## config.mk

```make
export PLATFORM = sky130hd
export DESIGN_NAME = button_event_capture
export DESIGN_NICKNAME = d
export VERILOG_FILES = /design/src/rtl/btn_evt_pkg.sv /design/src/rtl/event_fifo.sv /design/src/rtl/button_event_capture.sv
export SDC_FILE = /design/constraint.sdc
export NUM_CORES = 1
export LEC_CHECK = 0
export CAP_MARGIN = 20
export CELL_PAD_IN_SITES_DETAIL_PLACEMENT = 0
export CELL_PAD_IN_SITES_GLOBAL_PLACEMENT = 1
export CORE_MARGIN = 3
export CORE_UTILIZATION = 51
export DETAILED_ROUTE_END_ITERATION = 6
export GPL_ROUTABILITY_DRIVEN = 0
export PLACE_DENSITY = 0.8
export SLEW_MARGIN = 40
export SYNTH_ARGS = -nofsm -noshare
export SYNTH_HDL_FRONTEND = slang
export SYNTH_SLANG_ARGS = --single-unit
```

## constraint.sdc

```tcl
create_clock -name clk -period 3.1 [get_ports clk]
set_input_delay 0.31 -clock clk [delete_from_list [all_inputs] [get_ports clk]]
set_output_delay 0.31 -clock clk [all_outputs]
set_load 0.1 [all_outputs]
```

## src/rtl/btn_evt_pkg.sv

```systemverilog
// Shared types for the push-button event path: queued event record and debounce FSM states.
package btn_evt_pkg;

  // Widest timestamp an event record can carry; narrower counters are zero-extended.
  localparam int unsigned TS_W_MAX = 32;

  typedef struct packed {
    logic [TS_W_MAX-1:0] ts;
    logic                long_press;
  } btn_evt_t;

  typedef enum logic [1:0] {
    IDLE,
    DB_PRESS,
    HELD,
    DB_REL
  } btn_state_e;

endpackage

```

## src/rtl/event_fifo.sv

```systemverilog
// Small synchronous FIFO of button events; head reads as zero while empty.
module event_fifo
  import btn_evt_pkg::*;
#(
  parameter int unsigned FIFO_DEPTH = 4
) (
  input  logic     clk,
  input  logic     rst,
  input  logic     push_i,
  input  btn_evt_t push_data_i,
  output logic     full_o,
  input  logic     pop_i,
  output logic     empty_o,
  output btn_evt_t head_o
);

  localparam int unsigned AW = $clog2(FIFO_DEPTH);

  btn_evt_t        mem_q [FIFO_DEPTH];
  logic [AW:0]     wr_ptr_q, wr_ptr_d;
  logic [AW:0]     rd_ptr_q, rd_ptr_d;
  logic            do_push, do_pop;

  // Extra pointer MSB distinguishes full from empty when the index bits match.
  assign empty_o = (wr_ptr_q == rd_ptr_q);
  assign full_o  = (wr_ptr_q[AW] != rd_ptr_q[AW]) &&
                   (wr_ptr_q[AW-1:0] == rd_ptr_q[AW-1:0]);

  assign do_pop  = pop_i && !empty_o;
  assign do_push = push_i && (!full_o || do_pop);

  always_comb begin
    wr_ptr_d = wr_ptr_q;
    rd_ptr_d = rd_ptr_q;
    if (do_push) wr_ptr_d = wr_ptr_q + 1'b1;
    if (do_pop)  rd_ptr_d = rd_ptr_q + 1'b1;
  end

  always_ff @(posedge clk or posedge rst) begin
    if (rst) begin
      wr_ptr_q <= '0;
      rd_ptr_q <= '0;
    end else begin
      wr_ptr_q <= wr_ptr_d;
      rd_ptr_q <= rd_ptr_d;
    end
  end

  always_ff @(posedge clk) begin
    if (do_push) mem_q[wr_ptr_q[AW-1:0]] <= push_data_i;
  end

  assign head_o = empty_o ? '0 : mem_q[rd_ptr_q[AW-1:0]];

endmodule

```

## src/rtl/button_event_capture.sv

```systemverilog
// Synchronizes and debounces one push-button, classifies each accepted press as
// short/long and queues a timestamped event for a valid/ready consumer.
module button_event_capture
  import btn_evt_pkg::*;
#(
  parameter logic [15:0] DEBOUNCE_CYCLES = 16'd50000,
  parameter logic [23:0] LONG_CYCLES     = 24'd5000000,
  parameter int unsigned TS_W            = 16,
  parameter int unsigned FIFO_DEPTH      = 4
) (
  input  logic            clk,
  input  logic            rst,
  input  logic            btn_in,
  output logic            evt_valid,
  input  logic            evt_ready,
  output logic [TS_W-1:0] evt_ts,
  output logic            evt_long,
  output logic            btn_level,
  output logic            overflow
);

  logic            sync1_q, sync2_q;
  logic            btn_s;
  logic [TS_W-1:0] ts_q, ts_d;
  btn_state_e      state_q;
  logic [15:0]     db_cnt_q;
  logic [23:0]     hold_cnt_q;
  logic [TS_W-1:0] press_ts_q;
  logic            btn_level_q;
  logic            overflow_q, overflow_d;
  logic            db_done, hold_sat;
  logic            evt_push, fifo_full, fifo_empty, fifo_pop;
  btn_evt_t        evt_new, fifo_head, unused_head;

  always_ff @(posedge clk or posedge rst) begin
    if (rst) begin
      sync1_q <= 1'b0;
      sync2_q <= 1'b0;
    end else begin
      sync1_q <= btn_in;
      sync2_q <= sync1_q;
    end
  end

  assign btn_s = sync2_q;

  assign ts_d = ts_q + TS_W'(1);

  always_ff @(posedge clk or posedge rst) begin
    if (rst) ts_q <= '0;
    else     ts_q <= ts_d;
  end

  assign db_done  = (db_cnt_q == DEBOUNCE_CYCLES - 16'd1);
  assign hold_sat = (hold_cnt_q == LONG_CYCLES);

  always_ff @(posedge clk or posedge rst) begin
    if (rst) begin
      state_q     <= IDLE;
      db_cnt_q    <= '0;
      hold_cnt_q  <= '0;
      press_ts_q  <= '0;
      btn_level_q <= 1'b0;
    end else begin
      case (state_q)
        IDLE: begin
          if (btn_s) begin
            state_q  <= DB_PRESS;
            db_cnt_q <= '0;
          end
        end
        DB_PRESS: begin
          if (!btn_s) begin
            state_q <= IDLE;
          end else if (db_done) begin
            state_q     <= HELD;
            press_ts_q  <= ts_q;
            hold_cnt_q  <= '0;
            btn_level_q <= 1'b1;
          end else begin
            db_cnt_q <= db_cnt_q + 16'd1;
          end
        end
        HELD: begin
          if (!hold_sat) hold_cnt_q <= hold_cnt_q + 24'd1;
          if (!btn_s) begin
            state_q  <= DB_REL;
            db_cnt_q <= '0;
          end
        end
        DB_REL: begin
          // Hold time keeps accruing through release bounce so a bounced press is one press.
          if (!hold_sat) hold_cnt_q <= hold_cnt_q + 24'd1;
          if (btn_s) begin
            state_q <= HELD;
          end else if (db_done) begin
            state_q     <= IDLE;
            btn_level_q <= 1'b0;
          end else begin
            db_cnt_q <= db_cnt_q + 16'd1;
          end
        end
        default: state_q <= IDLE;
      endcase
    end
  end

  assign evt_push           = (state_q == DB_REL) && !btn_s && db_done;
  assign evt_new.ts         = TS_W_MAX'(press_ts_q);
  assign evt_new.long_press = (hold_cnt_q >= LONG_CYCLES);

  assign fifo_pop = !fifo_empty && evt_ready;

  event_fifo #(
    .FIFO_DEPTH (FIFO_DEPTH)
  ) u_event_fifo (
    .clk         (clk),
    .rst         (rst),
    .push_i      (evt_push),
    .push_data_i (evt_new),
    .full_o      (fifo_full),
    .pop_i       (fifo_pop),
    .empty_o     (fifo_empty),
    .head_o      (fifo_head)
  );

  assign overflow_d = overflow_q | (evt_push && fifo_full && !fifo_pop);

  always_ff @(posedge clk or posedge rst) begin
    if (rst) overflow_q <= 1'b0;
    else     overflow_q <= overflow_d;
  end

  // Timestamp bits above TS_W are always zero in the queued record.
  assign unused_head = fifo_head;

  assign evt_valid = !fifo_empty;
  assign evt_ts    = fifo_head.ts[TS_W-1:0];
  assign evt_long  = fifo_head.long_press;
  assign btn_level = btn_level_q;
  assign overflow  = overflow_q;

endmodule

```

==> out/summary.txt <==
Comb power frac: 9.8%
P&R area growth vs syn: 17.8%
Grt total ovfl: 0
Total CTS buffers: 17
Post-CTS Hold Buffers: 0
Reg power frac: 46.6%
Finished Core Util: 62.5%
Max-slew headroom: 52.4%
Die area: 14800 µm²
Post-Route WL: 12300 µm
RSZ-0062 raised after global routing: no
DR pass1 iterations: 4
WL/cell: 16.9 µm
Syn Inst Count: 513
Netlist Area Pre-Place: 6800 µm²
Metal3 WL: 350 µm
I/O Buffers: 23
Core area: 12800 µm²
DRC: 0
Diodes inserted: 0
# setup viols final: 0
Worst path required time: 3.39 ns
Crit Path Class: flip-flop to flip-flop
Hold Path Class: input port to asynchronous set/reset pin
First-pass GRT wire length: 21500 µm
Clock Power Share: 43.6%
Final HPWL from detailed placement: 8280 µm
Fill count: 973
Overall Global Routing Usage: 18.8%
Slew Limit Fails: 0
Clk pin slew, worst setup/hold paths: 0.06 ns
Max frequency: 381 MHz
Clock Latency Late Sink: 0.41 ns
Final setup TNS: 0 ns
Longest Clk Path Bufs: 2
Max Cap Viol: 0
Top sig layer: met4
Fin. Hold Viols: 0
PD cells: 578 nW/µm²
Vias in the first global route: 4233
Worst hold slack: 0.298 ns
Status: finished clean
H-tree Lvls: 4
Antenna viol nets, final: 0
Top FF cell, synth: dfrtp_1
Initial Util: 53.0%
Post-synth EDFFs: 68
Die Ht: 121 µm
Leak: 3.32 nW
Post-CTS Setup Repair Bufs: 0
Tmin final: 2.62 ns
NetSw: 0.00105 W
Post-synthesis sequential area ratio: 60.9%
TritonCTS clock tree: done
Least-Margin Pin Slew: 0.708 ns
Reg2reg path depth: 4
Initial antenna violation count: 0
Library cells used by synthesis: 56
Switching Fraction: 22.7%
Post-synth net total: 526
Worst Clk Skew: 0.00720 ns
CP max FO: 15
Final-stage net count: 560
Die width: 121 µm
Internal power: 0.00358 W
Synth Area per Inst: 13.3 µm²
Met2 WL post-DR: 6170 µm
Ys async rst share: 55.3%
Clock tree root buffer cell: clkbuf_16
Final period util: 84.6%
Post-CTS sizing: 0
Seq cells post-synth: 152
Clk sinks: 152
WL met1: 5600 µm
Worst IR Drop VDD: 293 µV
Largest net degree at the start of global routing: 47
FP Rows: 41
Via count: 4152
Critical path arrival: 2.92 ns
Critical path endpoint category: flip-flop
Synth Warn #: 0
Crit start category: flip-flop
DRC marker count from the first detailed-route iteration: 358
Layout cell share with drive strength beyond 1: 18.4%
Vias per inst: 5.67
Boundary Pins: 24
==> metrics by stage <==
| step | instances | instance area, µm² | power (W) | worst slack (ns) |
|---|---|---|---|---|
| after floorplan | 513 | 6800 | 0.00254 | 0.0760 |
| after global placement | 700 | 7450 | 0.00265 | 0.598 |
| after detailed placement | 700 | 7440 | 0.00266 | 0.512 |
| after CTS | 732 | 8010 | 0.00467 | 0.490 |
| after global routing | 732 | 8010 | 0.00480 | 0.248 |
| final | 732 | 8010 | 0.00463 | 0.477 |
==> cells by family (layout without fill, tap and decap cells) <==
group | Yosys count | count (layout) | synth area share [%]
AO/OA/AOI/OAI | 64 | 64 | 5.92
XOR/XNOR | 34 | 34 | 4.49
adder cells (fa/ha/maj) | 9 | 9 | 1.66
buffers and inverters | 42 | 89 | 2.48
flip-flops | 152 | 152 | 60.9
multiplexers | 44 | 44 | 9.94
AND/OR/NAND/NOR | 168 | 168 | 14.6
==> state kept, by name, summed over array words and instances, names as in the netlist, named ones only <==
| register | cells |
|---|---|
| hold_cnt_q | 24 |
| press_ts_q | 16 |
| btn_level | 1 |
| db_cnt_q | 16 |
| u_event_fifo.wr_ptr_q | 3 |
| state_q | 1 |
| sync1_q | 1 |
| u_event_fifo.rd_ptr_q | 3 |
| overflow | 1 |
| u_event_fifo.mem_q | 68 |
| ts_q | 16 |
| btn_s | 1 |
==> final cells by class <==
class	count	area, µm²	area share (%)
multi-input combinational	319	2490	31.0
clock inverter	9	126	1.58
tap	172	215	2.69
inverter	21	80.1	1.00
timing repair buffer	36	510	6.37
sequential	152	4140	51.7
clock buffer	23	448	5.59
==> Yosys cell counts, types with 2 or more instances <==
master / count / share of area, %
or3_1: 8 / 0.74
nor3_1: 8 / 0.59
ha_1: 9 / 1.7
inv_1: 21 / 1.2
o21ai_0: 21 / 1.5
mux2_2: 18 / 3.0
buf_2: 8 / 0.59
nor4b_1: 2 / 0.26
nand2_1: 24 / 1.3
nor2_1: 17 / 0.94
dfrtp_1: 84 / 31
nand3_1: 19 / 1.4
and4_1: 8 / 1.0
nor4_1: 9 / 0.83
o32ai_1: 2 / 0.26
and3_1: 3 / 0.28
nand4_1: 19 / 1.7
edfxtp_1: 68 / 30
clkbuf_1: 11 / 0.61
a22o_1: 3 / 0.39
o211ai_1: 2 / 0.22
or4_1: 10 / 1.1
nor2b_1: 17 / 1.6
mux4_2: 17 / 5.6
xor2_1: 14 / 1.8
xnor2_1: 19 / 2.4
mux2i_1: 9 / 1.3
nand2b_1: 7 / 0.64
and2_1: 5 / 0.46
a21oi_1: 14 / 1.0
o22ai_1: 2 / 0.18
o21a_1: 4 / 0.44
o31ai_1: 7 / 0.77
o21bai_1: 2 / 0.22
==> per-layer routing <==
metal,up-vias,track usage (%)
li1,1986,-
met1,2074,25.4
met2,74,30.0
met3,18,3.87
met4,0,7.28
met5,-,0
==> cells in the final DEF (no fill, tap or decap), types with 9 or more instances in the layout <==
| cell type | instances |
|---|---|
| nor2_1 | 17 |
| ha_1 | 9 |
| a21oi_1 | 14 |
| nor2b_1 | 17 |
| nand3_1 | 19 |
| o21ai_0 | 21 |
| mux2_2 | 18 |
| or4_1 | 10 |
| edfxtp_1 | 68 |
| xnor2_1 | 19 |
| mux4_2 | 17 |
| nand4_1 | 19 |
| buf_12 | 19 |
| xor2_1 | 14 |
| clkbuf_16 | 17 |
| dfrtp_1 | 84 |
| inv_1 | 20 |
| buf_4 | 12 |
| mux2i_1 | 9 |
| nor4_1 | 9 |
| nand2_1 | 24 |
==> critical path, cell delays in order (launching register included) <==
cell	delay, ns
dfrtp_1	0.43
nor4_1	0.57
and4_1	0.59
nand2b_1	0.48
mux2_2	0.42
==> power by group through the flow <==
stage	sequential, W	combinational, W	clock [W]
after floorplan	0.00218	0.000356	0
after global placement	0.00219	0.000455	0
after detailed placement	0.00219	0.000463	0
after CTS	0.00216	0.000463	0.00205
after global routing	0.00216	0.000500	0.00214
final	0.00216	0.000452	0.00202
==> final timing paths <==
| kind | end | from | slack, ns |
|---|---|---|---|
| worst min-delay path | u_event_fifo.wr_ptr_q[2] | rst | 0.30 |
| min in group clk | sync1_q | btn_in | 0.34 |
| worst min register to register | btn_s | sync1_q | 0.35 |
| worst max-delay path | press_ts_q[10] | db_cnt_q[12] | 0.48 |
| max in group asynchronous | hold_cnt_q[11] | rst | 2.12 |
| worst max register to register | press_ts_q[10] | db_cnt_q[12] | 0.48 |
Note: power is estimated with default switching activity, not from simulation.
